--- src/rtl/coin_change_dispenser_pkg.sv ---
// Shared definitions for the coin change dispenser: denomination indices, values, FSM encoding.
package coin_change_dispenser_pkg;

   localparam int NUM_COINS   = 4;
   localparam int IDX_NICKEL  = 0;
   localparam int IDX_DIME    = 1;
   localparam int IDX_QUARTER = 2;
   localparam int IDX_DOLLAR  = 3;

   typedef enum logic [2:0] {
      ST_IDLE   = 3'd0,
      ST_SELECT = 3'd1,
      ST_PULSE  = 3'd2,
      ST_GAP    = 3'd3,
      ST_DONE   = 3'd4
   } state_t;

   function automatic int unsigned coin_value(input logic [1:0] idx);
      case (idx)
         2'd3:    coin_value = 100;
         2'd2:    coin_value = 25;
         2'd1:    coin_value = 10;
         default: coin_value = 5;
      endcase
   endfunction

endpackage

--- src/rtl/coin_change_dispenser_pulse_timer.sv ---
// Loadable down-counter; expired is high while the count sits at zero.
module coin_change_dispenser_pulse_timer #(
   parameter int CNT_W = 2
) (
   input  logic             clk,
   input  logic             rst_n,
   input  logic             load,
   input  logic [CNT_W-1:0] load_val,
   output logic             expired
);

   logic [CNT_W-1:0] count_q, count_d;

   always_comb begin
      count_d = count_q;
      if (load) begin
         count_d = load_val;
      end else if (count_q != '0) begin
         count_d = count_q - CNT_W'(1);
      end
   end

   always_ff @(posedge clk or negedge rst_n) begin
      if (!rst_n) begin
         count_q <= '0;
      end else begin
         count_q <= count_d;
      end
   end

   assign expired = (count_q == '0);

endmodule

--- src/rtl/coin_change_dispenser.sv ---
// Pays out change one coin at a time, largest denomination first, falling back on empty tubes.
// state  | meaning
// IDLE   | waiting for a change request (ready)
// SELECT | pick the next coin from remaining amount and stock
// PULSE  | selected solenoid energised
// GAP    | all solenoids off between coins
// DONE   | one-cycle completion, short status latched
module coin_change_dispenser
   import coin_change_dispenser_pkg::*;
#(
   parameter int AMT_W        = 10,
   parameter int STOCK_W      = 8,
   parameter int INIT_STOCK   = 20,
   parameter int PULSE_CYCLES = 5_000_000,
   parameter int GAP_CYCLES   = 5_000_000
) (
   input  logic             clk,
   input  logic             rst_n,
   input  logic             change_valid,
   input  logic [AMT_W-1:0] change_amt,
   output logic             change_ready,
   input  logic             restock,
   output logic             eject_dollar,
   output logic             eject_quarter,
   output logic             eject_dime,
   output logic             eject_nickel,
   output logic             busy,
   output logic             done,
   output logic             short_flag,
   output logic [AMT_W-1:0] short_amt,
   output logic [3:0]       tube_empty
);

   localparam int MAX_CYC = (PULSE_CYCLES > GAP_CYCLES) ? PULSE_CYCLES : GAP_CYCLES;
   localparam int CNT_W   = (MAX_CYC > 1) ? $clog2(MAX_CYC) : 1;
   localparam logic [CNT_W-1:0] PULSE_LOAD = CNT_W'(PULSE_CYCLES - 1);
   localparam logic [CNT_W-1:0] GAP_LOAD   = CNT_W'(GAP_CYCLES - 1);

   state_t             state_q, state_d;
   logic [AMT_W-1:0]   remaining_q, remaining_d;
   logic [STOCK_W-1:0] stock_q [NUM_COINS];
   logic [STOCK_W-1:0] stock_d [NUM_COINS];
   logic [1:0]         coin_q, coin_d;
   logic [3:0]         eject_q, eject_d;
   logic               short_flag_q, short_flag_d;
   logic [AMT_W-1:0]   short_amt_q, short_amt_d;

   logic               found;
   logic [1:0]         pick;
   logic               timer_load;
   logic [CNT_W-1:0]   timer_val;
   logic               timer_expired;

   coin_change_dispenser_pulse_timer #(.CNT_W(CNT_W)) u_timer (
      .clk      (clk),
      .rst_n    (rst_n),
      .load     (timer_load),
      .load_val (timer_val),
      .expired  (timer_expired)
   );

   // Largest denomination that fits the remainder and still has a coin in its tube.
   always_comb begin
      found = 1'b0;
      pick  = 2'd0;
      for (int i = NUM_COINS - 1; i >= 0; i--) begin
         if (!found && (remaining_q >= AMT_W'(coin_value(2'(i)))) && (stock_q[i] != '0)) begin
            found = 1'b1;
            pick  = 2'(i);
         end
      end
   end

   always_ff @(posedge clk or negedge rst_n) begin
      if (!rst_n) begin
         state_q <= ST_IDLE;
      end else begin
         state_q <= state_d;
      end
   end

   always_comb begin
      state_d    = state_q;
      timer_load = 1'b0;
      timer_val  = '0;
      case (state_q)
         ST_IDLE: begin
            if (change_valid) state_d = ST_SELECT;
         end
         ST_SELECT: begin
            if (found) begin
               state_d    = ST_PULSE;
               timer_load = 1'b1;
               timer_val  = PULSE_LOAD;
            end else begin
               state_d = ST_DONE;
            end
         end
         ST_PULSE: begin
            if (timer_expired) begin
               state_d    = ST_GAP;
               timer_load = 1'b1;
               timer_val  = GAP_LOAD;
            end
         end
         ST_GAP: begin
            if (timer_expired) state_d = ST_SELECT;
         end
         ST_DONE: state_d = ST_IDLE;
         default: state_d = ST_IDLE;
      endcase
   end

   always_comb begin
      remaining_d  = remaining_q;
      coin_d       = coin_q;
      short_flag_d = short_flag_q;
      short_amt_d  = short_amt_q;
      for (int i = 0; i < NUM_COINS; i++) stock_d[i] = stock_q[i];

      if (state_q == ST_IDLE && change_valid) begin
         remaining_d  = change_amt;
         short_flag_d = 1'b0;
         short_amt_d  = '0;
      end

      if (state_q == ST_SELECT) begin
         if (found) begin
            remaining_d   = remaining_q - AMT_W'(coin_value(pick));
            stock_d[pick] = stock_q[pick] - STOCK_W'(1);
            coin_d        = pick;
         end else if (remaining_q != '0) begin
            short_flag_d = 1'b1;
            short_amt_d  = remaining_q;
         end
      end

      // Refill overrides a same-cycle decrement.
      if (restock) begin
         for (int i = 0; i < NUM_COINS; i++) stock_d[i] = STOCK_W'(INIT_STOCK);
      end

      eject_d = (state_d == ST_PULSE) ? (4'b0001 << coin_d) : 4'b0000;
   end

   always_ff @(posedge clk or negedge rst_n) begin
      if (!rst_n) begin
         remaining_q  <= '0;
         coin_q       <= 2'd0;
         eject_q      <= 4'b0000;
         short_flag_q <= 1'b0;
         short_amt_q  <= '0;
         for (int i = 0; i < NUM_COINS; i++) stock_q[i] <= STOCK_W'(INIT_STOCK);
      end else begin
         remaining_q  <= remaining_d;
         coin_q       <= coin_d;
         eject_q      <= eject_d;
         short_flag_q <= short_flag_d;
         short_amt_q  <= short_amt_d;
         for (int i = 0; i < NUM_COINS; i++) stock_q[i] <= stock_d[i];
      end
   end

   always_comb begin
      change_ready  = (state_q == ST_IDLE);
      busy          = (state_q != ST_IDLE);
      done          = (state_q == ST_DONE);
      eject_dollar  = eject_q[IDX_DOLLAR];
      eject_quarter = eject_q[IDX_QUARTER];
      eject_dime    = eject_q[IDX_DIME];
      eject_nickel  = eject_q[IDX_NICKEL];
      short_flag    = short_flag_q;
      short_amt     = short_amt_q;
      for (int i = 0; i < NUM_COINS; i++) tube_empty[i] = (stock_q[i] == '0);
   end

endmodule

--- config.mk ---
export PLATFORM = sky130hd
export DESIGN_NAME = coin_change_dispenser
export DESIGN_NICKNAME = d
export VERILOG_FILES = /design/src/rtl/coin_change_dispenser_pkg.sv /design/src/rtl/coin_change_dispenser_pulse_timer.sv /design/src/rtl/coin_change_dispenser.sv
export SDC_FILE = /design/constraint.sdc
export NUM_CORES = 1
export LEC_CHECK = 0
export ABC_AREA = 1
export BUFFER_PORTS_ARGS = -buffer_cell sky130_fd_sc_hd__buf_2
export CORE_MARGIN = 3
export CORE_UTILIZATION = 57
export CTS_BUF_LIST = sky130_fd_sc_hd__clkbuf_8
export DETAILED_ROUTE_END_ITERATION = 7
export MAX_ROUTING_LAYER = met4
export PLACE_DENSITY = 0.79
export SLEW_MARGIN = 40
export SYNTH_ARGS = -nofsm -noshare
export SYNTH_HDL_FRONTEND = slang
export SYNTH_SLANG_ARGS = --single-unit
--- constraint.sdc ---
create_clock -name clk -period 3 [get_ports clk]
set_input_delay 0.15 -clock clk [delete_from_list [all_inputs] [get_ports clk]]
set_output_delay 0.15 -clock clk [all_outputs]
set_load 0.01 [all_outputs]
==> results.md <==
- Relative contribution of the clock network to total power: 41.8%
- CTS sink cnt: 85
- Post-synth top cells: sky130_fd_sc_hd__nand2_1, sky130_fd_sc_hd__inv_1, sky130_fd_sc_hd__dfrtp_1
- Hold Fails Final Rpt: 0
- DRC violations left: 0
- Nets: 761
- Simple-gate portion of the synthesized area: 30.7%
- Share of cells above drive strength 1: 21.6%
- Maximum clock frequency: 0.336 GHz
- Type of the setup path with the least slack: flip-flop to flip-flop
- Final-layout setup total negative slack: 0 ns
- Area growth from synthesis to final layout: 16.3%
- Source-to-sink clock delay at the later pin of the worst-skew pair: 0.37 ns
- Wire length of the first global-routing pass: 21400 µm
- Antenna violations before repair: 0
- Maximum fanout along the worst path: 4
- Final weighted congestion in routability-driven placement: 0.971
- Unrepaired setup endpoints after global routing: yes
- Total CTS buffers: 9
- Routed wire length: 12800 µm
- Post-synth top area cell: sky130_fd_sc_hd__dfrtp_1
- Die outline area: 9860 µm²
- Number of global-route vias before repair: 4504
- Gate Count Post-Synth: 659
- Vias: 4571
- Status: completed
- ANT nets after route: 0
- Fraction of synthesis flops using an asynchronous set or reset pin: 100%
- Skew final: 0.0165 ns
- Number of setup violations in the final report: 0
- Pin slew with the least headroom to its limit: 0.762 ns
- Final Core Density: 69.2%
- R2R depth: 25
- Largest cells by area after synthesis: sky130_fd_sc_hd__dfrtp_1, sky130_fd_sc_hd__nand2_1, sky130_fd_sc_hd__inv_1
- Maximum number of pins on one net before global-route repair: 86
- Wire length per cell: 15.2 µm
- Post-synthesis share of cell area spent on xor and xnor gates: 2.98%
- Total of flip-flops plus latches after synthesis: 85
- Height of the die: 99.3 µm
- Post-synth top area share: 38.8%
- Part of the cycle the worst path needs: 99.1%
- Yosys warnings: 0
- Area of the mapped netlist: 4960 µm²
- P per Cell Area: 354 nW/µm²
- Slew Limit Headroom: 49.2%
- I/O pin total: 36
- Horizontal die dimension: 99.3 µm
- # diodes: 0
- Flip-flop cell with the highest count after synthesis: sky130_fd_sc_hd__dfrtp_1
- Final Critical Period: 2.97 ns
- Max Cap Violations: 0
- Cell row count: 33
- Proportion of synthesized area in mux cells: 0%
- Deepest clock path buffer count: 2
- Root buf cell: sky130_fd_sc_hd__clkbuf_8
- Placed inst area: 5430 µm²
- Startpoint of the worst setup timing path: remaining_q[7]
- Critical Path AT: 3.25 ns
- Fraction of power consumed by sequential logic: 56.1%
- Most numerous cell in the Yosys netlist: sky130_fd_sc_hd__nand2_1
- Synthesized netlist net count: 690
- Post-DP HPWL: 9100 µm
- IR drop worst, VDD: 279 µV
- Number of iterations in the first detailed-routing pass: 5
- Combinational power share: 2.1%
- FF-to-FF Start: remaining_q[7]
- Crit. End Element: flip-flop
- # port buffers: 35
- Int Power: 1.55 mW
- Distinct cell type count of the synthesized netlist: 40
- Number of vias per cell: 5.44
- Initial standard-cell utilization of the core: 59.5%
- First-iteration detailed-routing DRC count: 437
- Number of flops mapped to enable cells by yosys: 0
- Largest family of logic cells by synthesized area: simple AND/OR/NAND/NOR gates
- Switching fraction of total power: 24.1%
- Type of the most critical hold path: input pin to flip-flop
- Global-route usage over all layers: 28.1%
- Adder-Cell Fraction of Synth Area: 4.44%
- Number of levels in the clock H-tree: 3
- Static power due to leakage: 3.01 nW
- Startpoint of the lowest-slack hold path: change_amt[1]
- Portion of the post-synthesis area used by sequential elements: 43.1%
- CTS clk-pin slew, worst paths: 0.10 ns
- Mean instance size in the synthesized netlist: 7.53 µm²
- Type of element launching the critical path: flip-flop
- Final Max Tran Viols: 0
- Clock tree from TritonCTS: built
- Compound-cell area share of the yosys netlist: 9.84%
- Sum of overflow across all layers after global routing: 0
- Switching power: 493 µW
- Area of all placed cells without fillers: 5770 µm²
- Required time of the critical path: 3.28 ns
- Number of cells on the worst hold path: 3
- Core area: 8340 µm²
## path summary, 6_finish.rpt
check	to	slack [ns]
max in group asynchronous	remaining_q[2]	2.05
min in group asynchronous	short_amt[8]	0.37
worst min register to register	stock_q[3]	0.49
worst max register to register	remaining_q[9]	0.03
worst min-delay path	remaining_q[1]	0.04
worst max-delay path	remaining_q[9]	0.03
## final cells by class
type,instances,area (µm²)
Inverter,106,400
Fill cell,684,2570
Multi-Input combinational cell,459,2460
Tap cell,105,131
Timing Repair Buffer,69,439
Clock buffer,9,124
Sequential cell,85,2140
Clock inverter,7,77.6
## what timing repair did
action | CTS | global route
hold buffers | 1 | 0
gates resized for setup | 3 | 23
cloned | 0 | 0
buffers inserted | 3 | 4
setup endpoints to repair | 1 | 4
pin swaps | 5 | 12
endpoints found under the hold margin | 77 | 0
## cells in the final DEF, fill, tap and decap left out, types with 9 or more instances in the layout
| cell | instances |
|---|---|
| sky130_fd_sc_hd__a21oi_1 | 9 |
| sky130_fd_sc_hd__buf_2 | 34 |
| sky130_fd_sc_hd__buf_4 | 33 |
| sky130_fd_sc_hd__clkbuf_8 | 9 |
| sky130_fd_sc_hd__dfrtp_1 | 76 |
| sky130_fd_sc_hd__ha_1 | 14 |
| sky130_fd_sc_hd__inv_1 | 93 |
| sky130_fd_sc_hd__inv_2 | 11 |
| sky130_fd_sc_hd__nand2_1 | 163 |
| sky130_fd_sc_hd__nand2_2 | 16 |
| sky130_fd_sc_hd__nand3_1 | 50 |
| sky130_fd_sc_hd__nor2_1 | 60 |
| sky130_fd_sc_hd__o21ai_0 | 45 |
| sky130_fd_sc_hd__xor2_1 | 9 |
## layer usage
metal	share of wire, %	up-vias	track usage (%)
met1	44	2176	37.3
met2	48	141	43.6
met4	2.3	0	9.87
met5	0	-	-
met3	5.5	27	4.98
li1	-	2227	-
## cells by family (layout without fill, tap and decap cells)
family / count (synthesis) / after routing
fa+ha+maj: 17 / 17
simple gates: 338 / 338
flops: 85 / 85
compound gates: 88 / 88
xor+xnor: 16 / 16
buf+inv: 115 / 191
## registers in the layout, indices dropped and copies added, names as in the netlist
signal / flops
stock_q: 32
u_timer.count_q: 23
remaining_q: 10
short_amt: 10
eject_q: 4
state_q: 3
coin_q: 2
short_flag: 1
## stage by stage
stage	hold WS (ns)	power, mW	instances	worst slack, ns
finish	0.0436	2.04	840	0.0259
global route	0.0549	2.11	840	-0.125
CTS	0.0377	2.05	836	0.0288
detailed placement	0.257	1.21	816	-0.0226
global placement	0.390	1.21	816	0.0919
floorplan	-0.146	1.17	659	0.0251
## worst max-delay path, cell delays in order, from the launching register on
cell and delay [ns]:
sky130_fd_sc_hd__dfrtp_1 0.43, sky130_fd_sc_hd__nor2_4 0.15, sky130_fd_sc_hd__nand2_4 0.08, sky130_fd_sc_hd__nor2_4 0.10
sky130_fd_sc_hd__nand2_2 0.08, sky130_fd_sc_hd__nand2_4 0.08, sky130_fd_sc_hd__nand3_4 0.08, sky130_fd_sc_hd__nand2_4 0.08
sky130_fd_sc_hd__inv_2 0.05, sky130_fd_sc_hd__ha_4 0.26, sky130_fd_sc_hd__inv_2 0.04, sky130_fd_sc_hd__ha_4 0.26
sky130_fd_sc_hd__a21oi_4 0.17, sky130_fd_sc_hd__nand2_2 0.09, sky130_fd_sc_hd__a21oi_2 0.11, sky130_fd_sc_hd__nor2_1 0.06
sky130_fd_sc_hd__nor2_2 0.11, sky130_fd_sc_hd__nor2_2 0.05, sky130_fd_sc_hd__nand2_1 0.08, sky130_fd_sc_hd__nand2_2 0.07
sky130_fd_sc_hd__inv_2 0.06, sky130_fd_sc_hd__nand2_2 0.04, sky130_fd_sc_hd__nand2_1 0.07, sky130_fd_sc_hd__o21ai_1 0.08
sky130_fd_sc_hd__o21ai_1 0.14, sky130_fd_sc_hd__inv_1 0.05
## power groups by stage
| stage | sequential (mW) | clock, mW | combinational (mW) |
|---|---|---|---|
| 2_1_floorplan | 1.17 | 0 | 0.00704 |
| 3_3_place_gp | 1.17 | 0 | 0.0417 |
| 3_5_place_dp | 1.17 | 0 | 0.0435 |
| 4_1_cts | 1.15 | 0.858 | 0.0446 |
| 5_1_grt | 1.15 | 0.914 | 0.0496 |
| 6_report | 1.15 | 0.855 | 0.0433 |
Power figures use the tool's default switching activity.
